--- src/rtl/lfsr_multistep_if.sv ---
// Control/data bundle between a bus-side requester and the multistep LFSR.
// Latency: none; pure signal grouping.
// Backpressure: skip requests handshake on skip_valid/skip_ready; other controls are fire-and-forget.
interface lfsr_multistep_if #(
  parameter int WIDTH = 32,
  parameter int SLOTS = 2
);
  localparam int SLOT_W = (SLOTS > 1) ? $clog2(SLOTS) : 1;

  logic              e;
  logic              save;
  logic              restore;
  logic [SLOT_W-1:0] slot;
  logic              load_state;
  logic              load_mask;
  logic [WIDTH-1:0]  load_data;
  logic              skip_valid;
  logic [15:0]       skip_count;
  logic              skip_ready;
  logic              skip_done;
  logic              stuck;
  logic [WIDTH-1:0]  q;

  modport master (
    output e, save, restore, slot, load_state, load_mask, load_data,
           skip_valid, skip_count,
    input  skip_ready, skip_done, stuck, q
  );

  modport slave (
    input  e, save, restore, slot, load_state, load_mask, load_data,
           skip_valid, skip_count,
    output skip_ready, skip_done, stuck, q
  );
endinterface

--- src/rtl/lfsr_multistep.sv ---
// XNOR Fibonacci LFSR with loadable mask/state, save/restore slots, skip-ahead engine and lock-up reseed.
// Latency: q updates one cycle after an action; a skip of N advances occupies N cycles, skip_done the cycle after.
// Backpressure: skip_ready is low while a skip runs; e/restore/load_state/skip_valid are ignored then.
module lfsr_multistep #(
  parameter int              WIDTH = 32,
  parameter int              STEP  = 1,
  parameter int              SLOTS = 2,
  parameter logic [31:0]     SEED  = 32'h075BCD15,
  parameter logic [WIDTH-1:0] TAPS = WIDTH'(32'h80200003)
) (
  input logic              clk,
  input logic              reset_n,
  lfsr_multistep_if.slave  bus
);
  localparam int SLOT_W = (SLOTS > 1) ? $clog2(SLOTS) : 1;

  // The 32-bit seed is tiled LSB-first so wide instances still get a non-trivial reset state.
  function automatic logic [WIDTH-1:0] f_ext_seed();
    logic [WIDTH-1:0] v;
    v = '0;
    for (int i = 0; i < WIDTH; i++) v[i] = SEED[i % 32];
    return v;
  endfunction

  localparam logic [WIDTH-1:0] SEED_EXT = f_ext_seed();

  // One advance: STEP chained XNOR shifts, or a reseed when sitting in the lock-up state.
  function automatic logic [WIDTH-1:0] f_advance(input logic [WIDTH-1:0] s,
                                                 input logic [WIDTH-1:0] m);
    logic [WIDTH-1:0] v;
    if ((&s) && (~^m)) begin
      v = SEED_EXT;
    end else begin
      v = s;
      for (int k = 0; k < STEP; k++) v = {v[WIDTH-2:0], ~^(v & m)};
    end
    return v;
  endfunction

  typedef enum logic [0:0] {S_IDLE, S_SKIP} fsm_t;

  fsm_t             r_fsm;
  logic [15:0]      r_rem;
  logic             r_done;
  logic [WIDTH-1:0] r_state;
  logic [WIDTH-1:0] r_mask;
  logic [WIDTH-1:0] r_slot [SLOTS];

  fsm_t             w_nxt_fsm;
  logic [15:0]      w_nxt_rem;
  logic             w_nxt_done;
  logic [WIDTH-1:0] w_nxt_state;
  logic [WIDTH-1:0] w_nxt_mask;
  logic [WIDTH-1:0] w_adv;
  logic [WIDTH-1:0] w_slot_rd;
  logic             w_slot_ok;

  // Feedback always uses the registered mask, so a same-cycle load_mask only affects later advances.
  assign w_adv = f_advance(r_state, r_mask);

  // Decode the slot index; out-of-range indices leave w_slot_ok low so save/restore become no-ops.
  always_comb begin
    w_slot_ok = 1'b0;
    w_slot_rd = '0;
    for (int i = 0; i < SLOTS; i++) begin
      if (bus.slot == SLOT_W'(i)) begin
        w_slot_ok = 1'b1;
        w_slot_rd = r_slot[i];
      end
    end
  end

  // Next-state: IDLE takes one of restore > load_state > e and may accept a skip; SKIP advances once per cycle.
  always_comb begin
    w_nxt_fsm   = r_fsm;
    w_nxt_rem   = r_rem;
    w_nxt_done  = 1'b0;
    w_nxt_state = r_state;
    w_nxt_mask  = bus.load_mask ? bus.load_data : r_mask;
    case (r_fsm)
      S_IDLE: begin
        if (bus.restore && w_slot_ok) w_nxt_state = w_slot_rd;
        else if (bus.load_state)      w_nxt_state = bus.load_data;
        else if (bus.e)               w_nxt_state = w_adv;
        if (bus.skip_valid) begin
          if (bus.skip_count == 16'd0) begin
            w_nxt_done = 1'b1;
          end else begin
            w_nxt_fsm = S_SKIP;
            w_nxt_rem = bus.skip_count;
          end
        end
      end
      S_SKIP: begin
        w_nxt_state = w_adv;
        w_nxt_rem   = r_rem - 16'd1;
        if (r_rem == 16'd1) begin
          w_nxt_fsm  = S_IDLE;
          w_nxt_done = 1'b1;
        end
      end
      default: w_nxt_fsm = S_IDLE;
    endcase
  end

  // FSM, LFSR state and mask registers; reset abandons any skip without a done pulse.
  always_ff @(posedge clk or negedge reset_n) begin
    if (!reset_n) begin
      r_fsm   <= S_IDLE;
      r_rem   <= 16'd0;
      r_done  <= 1'b0;
      r_state <= SEED_EXT;
      r_mask  <= TAPS;
    end else begin
      r_fsm   <= w_nxt_fsm;
      r_rem   <= w_nxt_rem;
      r_done  <= w_nxt_done;
      r_state <= w_nxt_state;
      r_mask  <= w_nxt_mask;
    end
  end

  // Save captures the pre-update state in any FSM state; a same-cycle restore has already read the old slot.
  always_ff @(posedge clk or negedge reset_n) begin
    if (!reset_n) begin
      for (int i = 0; i < SLOTS; i++) r_slot[i] <= SEED_EXT;
    end else begin
      for (int i = 0; i < SLOTS; i++) begin
        if (bus.save && (bus.slot == SLOT_W'(i))) r_slot[i] <= r_state;
      end
    end
  end

  assign bus.q          = r_state;
  assign bus.stuck      = (&r_state) && (~^r_mask);
  assign bus.skip_ready = (r_fsm == S_IDLE);
  assign bus.skip_done  = r_done;
endmodule
--- src/flat_wrapper.sv ---
// flat-port wrapper written by rule: the top's interface ports become plain ports
module lfsr_multistep_flat 
#(
  parameter int              WIDTH = 32,
  parameter int              STEP  = 1,
  parameter int              SLOTS = 2,
  parameter logic [31:0]     SEED  = 32'h075BCD15,
  parameter logic [WIDTH-1:0] TAPS = WIDTH'(32'h80200003)
)
  (clk, reset_n, bus_e, bus_save, bus_restore, bus_slot, bus_load_state, bus_load_mask, bus_load_data, bus_skip_valid, bus_skip_count, bus_skip_ready, bus_skip_done, bus_stuck, bus_q);
  lfsr_multistep_if #(.WIDTH(WIDTH), .SLOTS(SLOTS)) bus_i ();
  input logic clk;
  input logic reset_n;
  input wire logic [$bits(bus_i.e)-1:0] bus_e;
  input wire logic [$bits(bus_i.save)-1:0] bus_save;
  input wire logic [$bits(bus_i.restore)-1:0] bus_restore;
  input wire logic [$bits(bus_i.slot)-1:0] bus_slot;
  input wire logic [$bits(bus_i.load_state)-1:0] bus_load_state;
  input wire logic [$bits(bus_i.load_mask)-1:0] bus_load_mask;
  input wire logic [$bits(bus_i.load_data)-1:0] bus_load_data;
  input wire logic [$bits(bus_i.skip_valid)-1:0] bus_skip_valid;
  input wire logic [$bits(bus_i.skip_count)-1:0] bus_skip_count;
  output wire logic [$bits(bus_i.skip_ready)-1:0] bus_skip_ready;
  output wire logic [$bits(bus_i.skip_done)-1:0] bus_skip_done;
  output wire logic [$bits(bus_i.stuck)-1:0] bus_stuck;
  output wire logic [$bits(bus_i.q)-1:0] bus_q;
  assign bus_i.e = bus_e;
  assign bus_i.save = bus_save;
  assign bus_i.restore = bus_restore;
  assign bus_i.slot = bus_slot;
  assign bus_i.load_state = bus_load_state;
  assign bus_i.load_mask = bus_load_mask;
  assign bus_i.load_data = bus_load_data;
  assign bus_i.skip_valid = bus_skip_valid;
  assign bus_i.skip_count = bus_skip_count;
  assign bus_skip_ready = bus_i.skip_ready;
  assign bus_skip_done = bus_i.skip_done;
  assign bus_stuck = bus_i.stuck;
  assign bus_q = bus_i.q;
  lfsr_multistep #(.WIDTH(WIDTH), .STEP(STEP), .SLOTS(SLOTS), .SEED(SEED), .TAPS(TAPS)) u_core (.clk(clk), .reset_n(reset_n), .bus(bus_i));
endmodule
--- config.mk ---
export PLATFORM = sky130hd
export DESIGN_NAME = lfsr_multistep_flat
export DESIGN_NICKNAME = d
export VERILOG_FILES = /design/src/rtl/lfsr_multistep_if.sv /design/src/rtl/lfsr_multistep.sv /design/src/flat_wrapper.sv
export SDC_FILE = /design/constraint.sdc
export NUM_CORES = 1
export LEC_CHECK = 0
export CORE_MARGIN = 1.5
export CORE_UTILIZATION = 60
export DETAILED_ROUTE_END_ITERATION = 6
export PLACE_DENSITY = 0.91
export SETUP_SLACK_MARGIN = 0.02
export SLEW_MARGIN = 20
export SYNTH_ARGS = -nofsm -noshare
export SYNTH_HDL_FRONTEND = slang
export SYNTH_SLANG_ARGS = --single-unit
--- constraint.sdc ---
create_clock -name clk -period 6.6 [get_ports clk]
set_clock_uncertainty 0.05 [all_clocks]
set_input_delay 0.66 -clock clk [delete_from_list [all_inputs] [get_ports clk]]
set_output_delay 0.66 -clock clk [all_outputs]
set_load 0.05 [all_outputs]
==> results_dict.tcl, run 1 <==
set metrics [dict create \
    boundaryPins 92 \
    synth_area_leaders "dfrtp_1, mux2_2, dfstp_2" \
    period_needed_ns 3.71 \
    areaGrowthSynthToFinish_pct 21.4 \
    nets 795 \
    synth_ff_type "dfrtp_1" \
    place.gp.congestion 0.863 \
    die_height_um 115 \
    cts_tree "yes" \
    synth_nets 712 \
    insertion_delay_ns 0.42 \
    start_util 0.618 \
    dp_hpwl_mm 12.0 \
    worstPathCellList "xnor2_1 > xnor2_1 > xnor2_1 > xnor2_1 > xnor2_1 > and3_1 > clkdlybuf4s50_1" \
    synth-seq-cells 146 \
    drtPass1Iterations 6 \
    cts_buffer_depth 2 \
    p_comb_frac 0.405 \
    rsz0062_at_grt "false" \
    max_freq_ghz 0.270 \
    wl_mm 19.3 \
    p_sw_frac 0.378 \
    slew_violations 0 \
    cts.sink_count 146 \
    crit_path_max_fanout 3 \
    reg2reg_to "u_core.bus.q[5]$_DFFE_PN0P_" \
    multi_input_area_um2 3590 \
    ff_latch_area_um2 3720 \
    rows 40 \
    synth_cell_type_count 40 \
    grt_start_max_net_pins 76 \
    reg2regPathDepth 7 \
    p_switching_mw 1.69 \
    hold_path_class "in -> async" \
    slowest_stage "clkdlybuf4s50_1" \
    path_clk_slew_ns 0.05 \
    yosysWarnings 0 \
    cts_resized 0 \
    syn_area_um2 7460 \
    cts_buffers 17 \
    post-cts-setup-buffers 0 \
    num_vias 5774 \
    synth_edf_count 0 \
    cpMostUsedCell "xnor2_1" \
    cts_root_buffer "clkbuf_16" \
    p_clk_frac 0.196 \
    required_ns 5.89 \
    track_usage 0.308 \
    yosysTopAreaCell "dfrtp_1" \
    drc_errors 0 \
    die-area_um2 13100 \
    vias_per_cell 6.30 \
    startpoint_type "register" \
    min_period_over_period 0.562 \
    timing.rr.start "u_core.r_fsm$_DFF_PN0_" \
    yosys.area.top_type_share 0.315 \
    p_leak_nw 3.57 \
    synth.most_common_cell "mux2_2" \
    tightest_slew_ns 0.912 \
    grt_pass1_vias 6043 \
    powerDensity_nw_per_um2 494 \
    drive_above_1_share 0.294 \
    vdd_drop_max_v 0.000282 \
    setup_viol 0 \
    h-tree-depth 4 \
    drtIter0Drc 613 \
    yosysSeqAreaShare 0.498 \
    max_slew_margin 0.390 \
    synthArstFlopShare 1.00 \
    finalHoldViolCount 0 \
    io_buffers 91 \
    routedWlPerCell_um 21.0 \
    syn_avg_cell_area_um2 11.4 \
    slowest_delay_ns 0.83 \
    path_class "reg -> out" \
    cts_hold_buf 0 \
    antenna_left 0 \
    antenna_cells 0 \
    antenna_found_initial 0 \
    setup-tns-final_ns 0 \
    status "complete, no violations" \
    cap_viol_max_count 0 \
    die_x_um 115 \
    power_frac_seq 0.400 \
    p_int_mw 2.78 \
    final_core_util 0.751 \
    rrSetupSlack_ns 3.37 \
    crit_arrival_ns 3.00 \
    cp-end-kind "primary output" \
    fp.coreArea_um2 12100 \
    synth_commonest_cells "mux2_2, dfrtp_1, nor2_1" \
    grt_pass1_wl_mm 31.1 \
    grt_remaining_overflow 0 \
    fill_cells 724 \
    netlist_instances 653 \
]
-- cells in the final DEF, fill, tap and decap left out, types with 2 or more instances in the layout --
| master | instances |
|---|---|
| mux2_2 | 125 |
| dfrtp_1 | 94 |
| clkdlybuf4s50_1 | 90 |
| nor2_1 | 56 |
| xnor2_1 | 55 |
| nand2_1 | 55 |
| dfstp_2 | 52 |
| a21oi_1 | 35 |
| a22oi_1 | 33 |
| clkbuf_16 | 17 |
| xor2_1 | 16 |
| a221o_1 | 15 |
| nand4_1 | 10 |
| buf_4 | 10 |
| o21ai_0 | 8 |
| mux2i_1 | 8 |
| nor4_1 | 6 |
| nor3_1 | 6 |
| clkbuf_1 | 6 |
| o21ai_1 | 5 |
| nand3_1 | 5 |
| mux2_1 | 5 |
| clkbuf_8 | 5 |
| o211ai_1 | 4 |
| inv_1 | 3 |
| nor4_2 | 3 |
| clkinv_2 | 3 |
| ha_1 | 2 |
-- how the worst max path moves through the flow --
stage / start / endpoint / slack [ns] / cells past startpoint
6_report: u_core.r_mask[6]$_DFFE_PN0P_ / bus_stuck / 2.89 / 7
2_1_floorplan: u_core.r_mask[31]$_DFFE_PN1P_ / bus_stuck / 4.10 / 6
4_1_cts: u_core.r_mask[31]$_DFFE_PN1P_ / bus_stuck / 2.89 / 7
5_1_grt: u_core.r_mask[31]$_DFFE_PN1P_ / bus_stuck / 2.76 / 7
3_5_place_dp: bus_restore / u_core.bus.q[23]$_DFFE_PN0P_ / 2.84 / 6
3_3_place_gp: bus_restore / u_core.bus.q[1]$_DFFE_PN0P_ / 2.96 / 6
-- cell type report --
class	instances	share of cell area
Inverter	3	0.00124
Clock inverter	4	0.00249
Sequential cell	146	0.410
Timing Repair Buffer	101	0.109
Multi-Input combinational cell	467	0.397
Tap cell	168	0.0232
Clock buffer	28	0.0570
-- critical path: cells and delay by family, from the launching register on --
family	cells	cell delay (ns)
flops	1	0.43
xor+xnor	5	1.05
buf+inv	1	0.83
simple gates	1	0.28
-- power by group through the flow --
stage | combinational (mW) | sequential [mW] | clock (mW)
finish | 1.81 | 1.79 | 0.875
global route | 1.94 | 1.84 | 0.925
CTS | 1.81 | 1.77 | 0.879
floorplan | 1.01 | 2.00 | 0
global placement | 1.72 | 1.74 | 0
detailed placement | 1.78 | 1.77 | 0
-- per-stage QoR --
step                hold WS (ns)  power, mW  worst slack (ns)  area (µm²)  cells
finish                     0.203       4.47              2.89        9060    917
global route               0.259       4.70              2.76        9060    917
CTS                        0.230       4.47              2.89        9060    917
detailed placement         0.438       3.55              2.84        8520    885
global placement           0.426       3.46              2.96        8520    885
floorplan                  0.314       3.01              4.10        7460    653
-- layer usage --
layer,share of wire,global-route usage
met1,0.40,0.395
met2,0.49,0.504
met3,0.076,0.0672
met4,0.036,0.138
met5,0,0
-- sequential cells by signal, indices dropped and copies added (netlist names) --
register / flops
u_core.bus.q: 32
u_core.bus.skip_done: 1
u_core.r_fsm: 1
u_core.r_mask: 32
u_core.r_rem: 16
u_core.r_slot: 64
-- logic make-up after synthesis --
family | after synthesis | synth area share
AO/OA/AOI/OAI | 106 | 0.0966
XOR/XNOR | 71 | 0.0834
adder cells (fa/ha/maj) | 2 | 0.00335
buffers and inverters | 40 | 0.0213
flip-flops | 146 | 0.498
multiplexers | 138 | 0.207
AND/OR/NAND/NOR | 150 | 0.0899
(Power assumes the default switching activity.)
==> run 2, diff against run 1 <==
- CORE_UTILIZATION: 60 -> 56
- PLACE_DENSITY: 0.91 -> 0.86
- clock period: 6.6 -> 3.85 ns (I/O delays scaled with it)
==> run 2 against run 1 <==
Compared with the run above: the run now ends with negative hold slack left; worst hold slack worse by 0.23 ns; critical path depth unchanged; utilization down 3.3 points; final area up 1.7%.
==> results_dict.tcl, run 2 (synthesis gave the netlist of run 1 again) <==
set metrics [dict create \
    die-area_um2 14000 \
    crit_family "XOR/XNOR gates" \
    dp_hpwl_mm 12.4 \
    routedWlPerCell_um 20.9 \
    finalHoldViolCount 5 \
    path_clk_slew_ns 0.06 \
    grt_pass1_wl_mm 31.1 \
    hold_path_class "in -> async" \
    grt_pass1_vias 5955 \
    p_comb_frac 0.386 \
    cts_hold_buf 0 \
    drtIter0Drc 616 \
    crit_buf_inv 1 \
    p_clk_frac 0.233 \
    slew_violations 0 \
    slowest_stage "clkdlybuf4s50_1" \
    cp-end-kind "primary output" \
    regMostFlops "u_core.r_slot" \
    mostFrequentLayoutCells "mux2_2, dfrtp_1, clkdlybuf4s50_1, nor2_1" \
    crit_arrival_ns 3.00 \
    wl_mm 19.2 \
    drc_errors 0 \
    h-tree-depth 4 \
    die_height_um 118 \
    cts_buffers 17 \
    tightest_slew_ns 0.979 \
    vdd_drop_max_v 0.000519 \
    fp.coreArea_um2 12800 \
    status "finished with violations" \
    worst_hold_slack_ns -0.0277 \
    insertion_delay_ns 0.43 \
    rows 41 \
    antenna_cells 0 \
    largest_reg_flops 64 \
    grt_remaining_overflow 0 \
    stdcell_count 923 \
    cts.sink_count 146 \
    areaGrowthSynthToFinish_pct 23.5 \
    p_switching_mw 2.96 \
    max_slew_margin 0.345 \
    cts_root_buffer "clkbuf_16" \
    die_x_um 118 \
    worstPathCellList "xnor2_1 > xnor2_1 > xnor2_1 > xnor2_1 > xnor2_1 > and3_1 > clkdlybuf4s50_1" \
    track_usage 0.286 \
    powerDensity_nw_per_um2 874 \
    grt_start_max_net_pins 93 \
    drive_above_1_share 0.302 \
    path_class "reg -> out" \
    vias_per_cell 6.21 \
    start_util 0.582 \
    setup-tns-final_ns 0 \
    antenna_left 0 \
    final_common_cell "mux2_2" \
    max_freq_ghz 0.291 \
    crit_path_max_fanout 3 \
    antenna_found_initial 0 \
    cts_tree "yes" \
    rsz0062_at_grt "false" \
    nets 797 \
    required_ns 3.41 \
    power_frac_seq 0.381 \
    drtPass1Iterations 6 \
    place_inst 891 \
    p_int_mw 5.09 \
    cts_buffer_depth 2 \
    num_vias 5732 \
    boundaryPins 92 \
    post-cts-setup-buffers 0 \
    io_buffers 91 \
    startpoint_type "register" \
    cap_viol_max_count 0 \
    cpMostUsedCell "xnor2_1" \
    p_sw_frac 0.367 \
    min_period_over_period 0.893 \
    slowest_delay_ns 0.86 \
    p_leak_nw 3.65 \
    cts_resized 0 \
    period_needed_ns 3.44 \
    setup_viol 0 \
    fill_cells 843 \
    violations "negative hold slack" \
    place.gp.congestion 0.912 \
]
-- run 2: final cells by class --
type                       count  area, µm²  area share
multi-input combinational    467       3590       0.390
clock inverter                14        234      0.0254
sequential                   146       3720       0.404
clock buffer                  18        439      0.0477
inverter                       3       11.3     0.00122
timing repair buffer         103       1000       0.109
tap                          172        215      0.0234
-- run 2: worst paths after layout --
check / from / end / slack, ns / cells after the start
max: u_core.r_mask[0]$_DFFE_PN1P_ / bus_stuck / 0.41 / 7
max reg2reg: u_core.r_fsm$_DFF_PN0_ / u_core.bus.q[13]$_DFFE_PN0P_ / 0.93 / 6
min in group clk: u_core.r_slot[3]$_DFFE_PN0P_ / u_core.r_slot[3]$_DFFE_PN0P_ / 0.45 / 1
min reg2reg: u_core.r_slot[3]$_DFFE_PN0P_ / u_core.r_slot[3]$_DFFE_PN0P_ / 0.45 / 1
min: reset_n / u_core.r_slot[50]$_DFFE_PN0P_ / -0.03 / 1
max in group asynchronous: reset_n / u_core.r_slot[40]$_DFFE_PN1P_ / 2.82 / 2
-- run 2: stage by stage --
stage               utilization  worst slack [ns]  total power [mW]  hold WS [ns]  instance area (µm²)
global route              0.718             0.315              8.41        0.0338                 9210
floorplan                     -              1.63              5.16        0.0394                 7460
finish                    0.718             0.413              8.05       -0.0277                 9210
detailed placement        0.666             0.692              6.12         0.441                 8540
global placement          0.666             0.814              5.93         0.425                 8540
CTS                       0.718             0.430              8.04       0.00212                 9210
-- run 2: power groups by stage --
stage / Clock [mW] / Sequential [mW] / Combinational, mW
after global placement: 0 / 2.97 / 2.96
after global routing: 1.97 / 3.15 / 3.29
after CTS: 1.89 / 3.04 / 3.11
after detailed placement: 0 / 3.05 / 3.07
final: 1.87 / 3.07 / 3.11
after floorplan: 0 / 3.42 / 1.73
-- run 2: metal layers --
metal  share of wire  vias up  global-route usage
met1            0.41     2844               0.376
met2            0.48      320               0.445
met5               0        -                   0
met3           0.086       49              0.0743
met4           0.025        0               0.130
li1                -     2519                   -
-- run 2: worst register-to-register path: stages (launching register included) --
cell,delay (ns)
dfrtp_1,0.73
inv_1,0.42
o21ai_1,0.17
buf_4,0.28
nand2_1,0.13
a31oi_2,0.79
a221o_1,0.29
==> run 3, diff against run 2 <==
- CORE_UTILIZATION: 56 -> 54
- PLACE_DENSITY: 0.86 -> 0.84
- clock period: 3.85 -> 4.3 ns (I/O delays scaled with it)
==> run 3 against run 2 <==
Compared with the run above: die area increased by 3.6%; combinational power decreased by 11%; global-route usage is 0.98 points lower; largest power group unchanged; the run now ends clean; clock power decreased by 25%; first-iteration DRC count decreased by 9.9%; utilization is 3.5 points lower.
==> results_dict.tcl, run 3 (synthesis gave the netlist of run 1 again) <==
set metrics [dict create \
    status "complete, no violations" \
    drtIter0Drc 555 \
    routedWlPerCell_um 20.8 \
    cap_viol_max_count 0 \
    fill_cells 951 \
    powerDensity_nw_per_um2 760 \
    required_ns 3.82 \
    max_slew_margin 0.366 \
    largest_reg_flops 64 \
    path_class "reg -> out" \
    cts_buffer_depth 2 \
    p_total_mw 6.92 \
    crit_arrival_ns 2.90 \
    cts_tree "yes" \
    drc_errors 0 \
    setup_viol 0 \
    grt_pass1_vias 5865 \
    num_vias 5717 \
    regMostFlops "u_core.r_slot" \
    setup-tns-final_ns 0 \
    cts.sink_count 146 \
    worst_hold_slack_ns 0.451 \
    hold_path_class "reg -> reg" \
    mostFrequentLayoutCells "mux2_2, dfrtp_1, clkdlybuf4s50_1, nor2_1" \
    drtPass1Iterations 5 \
    antenna_found_initial 0 \
    die_x_um 121 \
    dp_hpwl_mm 12.9 \
    rows 42 \
    cts_root_buffer "clkbuf_16" \
    start_util 0.559 \
    wl_mm 19.3 \
    vias_per_cell 6.15 \
    crit_path_max_fanout 3 \
    grt_pass1_wl_mm 31.0 \
    track_usage 0.276 \
    vdd_drop_max_v 0.000424 \
    cts_buffers 17 \
    path_clk_slew_ns 0.06 \
    rsz0062_at_grt "false" \
    final_common_cell "mux2_2" \
    p_leak_nw 3.59 \
    boundaryPins 92 \
    max_freq_ghz 0.296 \
    drive_above_1_share 0.292 \
    die-area_um2 14500 \
    h-tree-depth 4 \
    areaGrowthSynthToFinish_pct 22.2 \
    grt_start_max_net_pins 71 \
    place.gp.congestion 0.830 \
    insertion_delay_ns 0.42 \
    antenna_cells 0 \
    grt_remaining_overflow 0 \
    cp-end-kind "primary output" \
    startpoint_type "register" \
    min_period_over_period 0.786 \
    finalHoldViolCount 0 \
    io_buffers 91 \
    antenna_left 0 \
    period_needed_ns 3.38 \
    slew_violations 0 \
    nets 799 \
    die_height_um 121 \
    tightest_slew_ns 0.943 \
    fp.coreArea_um2 13300 \
    post-cts-setup-buffers 0 \
]
==> run 3: cell types whose count changed in the layout (fill, tap and decap cells not counted) <==
cell	change
inv_6	-1
clkbuf_1	+8
clkinv_2	-2
dlygate4sd3_1	+1
bufinv_16	-4
clkinv_4	-1
buf_4	+1
==> run 3: what timing repair did <==
action                                  4_1_cts  5_1_grt
endpoints found under the setup margin        0        0
hold buffers                                  1        0
gates resized for setup                       0        0
endpoints found under the hold margin        36        0
==> run 3: metal layers <==
metal	share of wire	global-route usage
met4	0.016	0.0816
met5	0	0
met2	0.51	0.460
met1	0.41	0.364
met3	0.063	0.0599
==> run 3: worst paths after layout <==
path,start,endpoint,slack (ns),cells past startpoint
setup / recovery,u_core.r_mask[0]$_DFFE_PN1P_,bus_stuck,0.92,7
hold / removal,u_core.r_slot[9]$_DFFE_PN0P_,u_core.r_slot[9]$_DFFE_PN0P_,0.45,1
setup reg to reg,u_core.r_fsm$_DFF_PN0_,u_core.bus.q[27]$_DFFE_PN0P_,1.35,6
hold reg to reg,u_core.r_slot[9]$_DFFE_PN0P_,u_core.r_slot[9]$_DFFE_PN0P_,0.45,1
max in group asynchronous,reset_n,u_core.r_slot[36]$_DFFE_PN1P_,2.64,3
min in group asynchronous,reset_n,u_core.r_slot[50]$_DFFE_PN0P_,0.55,2
==> run 3: layout make-up <==
type	count	area, µm²	area share
Tap cell	176	220	0.0242
Clock buffer	26	469	0.0515
Multi-Input combinational cell	467	3590	0.394
Timing Repair Buffer	105	1020	0.112
Clock inverter	6	86.3	0.00947
Inverter	3	11.3	0.00124
Sequential cell	146	3720	0.408
==> run 3: through the flow <==
step,util,cell area (µm²),cells,worst slack [ns]
CTS,0.683,9120,929,0.920
detailed placement,0.641,8550,896,1.19
global route,0.683,9120,929,0.781
floorplan,-,7460,653,2.03
global placement,0.641,8550,896,1.31
finish,0.683,9120,929,0.918
==> run 3: worst max-delay path, cell delays in order (launching register included) <==
cell	delay, ns
dfstp_2	0.55
xnor2_1	0.13
xnor2_1	0.17
xnor2_1	0.11
xnor2_1	0.26
xnor2_1	0.18
and3_1	0.21
clkdlybuf4s50_1	0.86
==> run 3: where the power goes <==
group | internal, mW | switching (mW)
sequential | 2.12 | 0.629
clock | 0.868 | 0.543
combinational | 1.34 | 1.42
total | 4.33 | 2.60
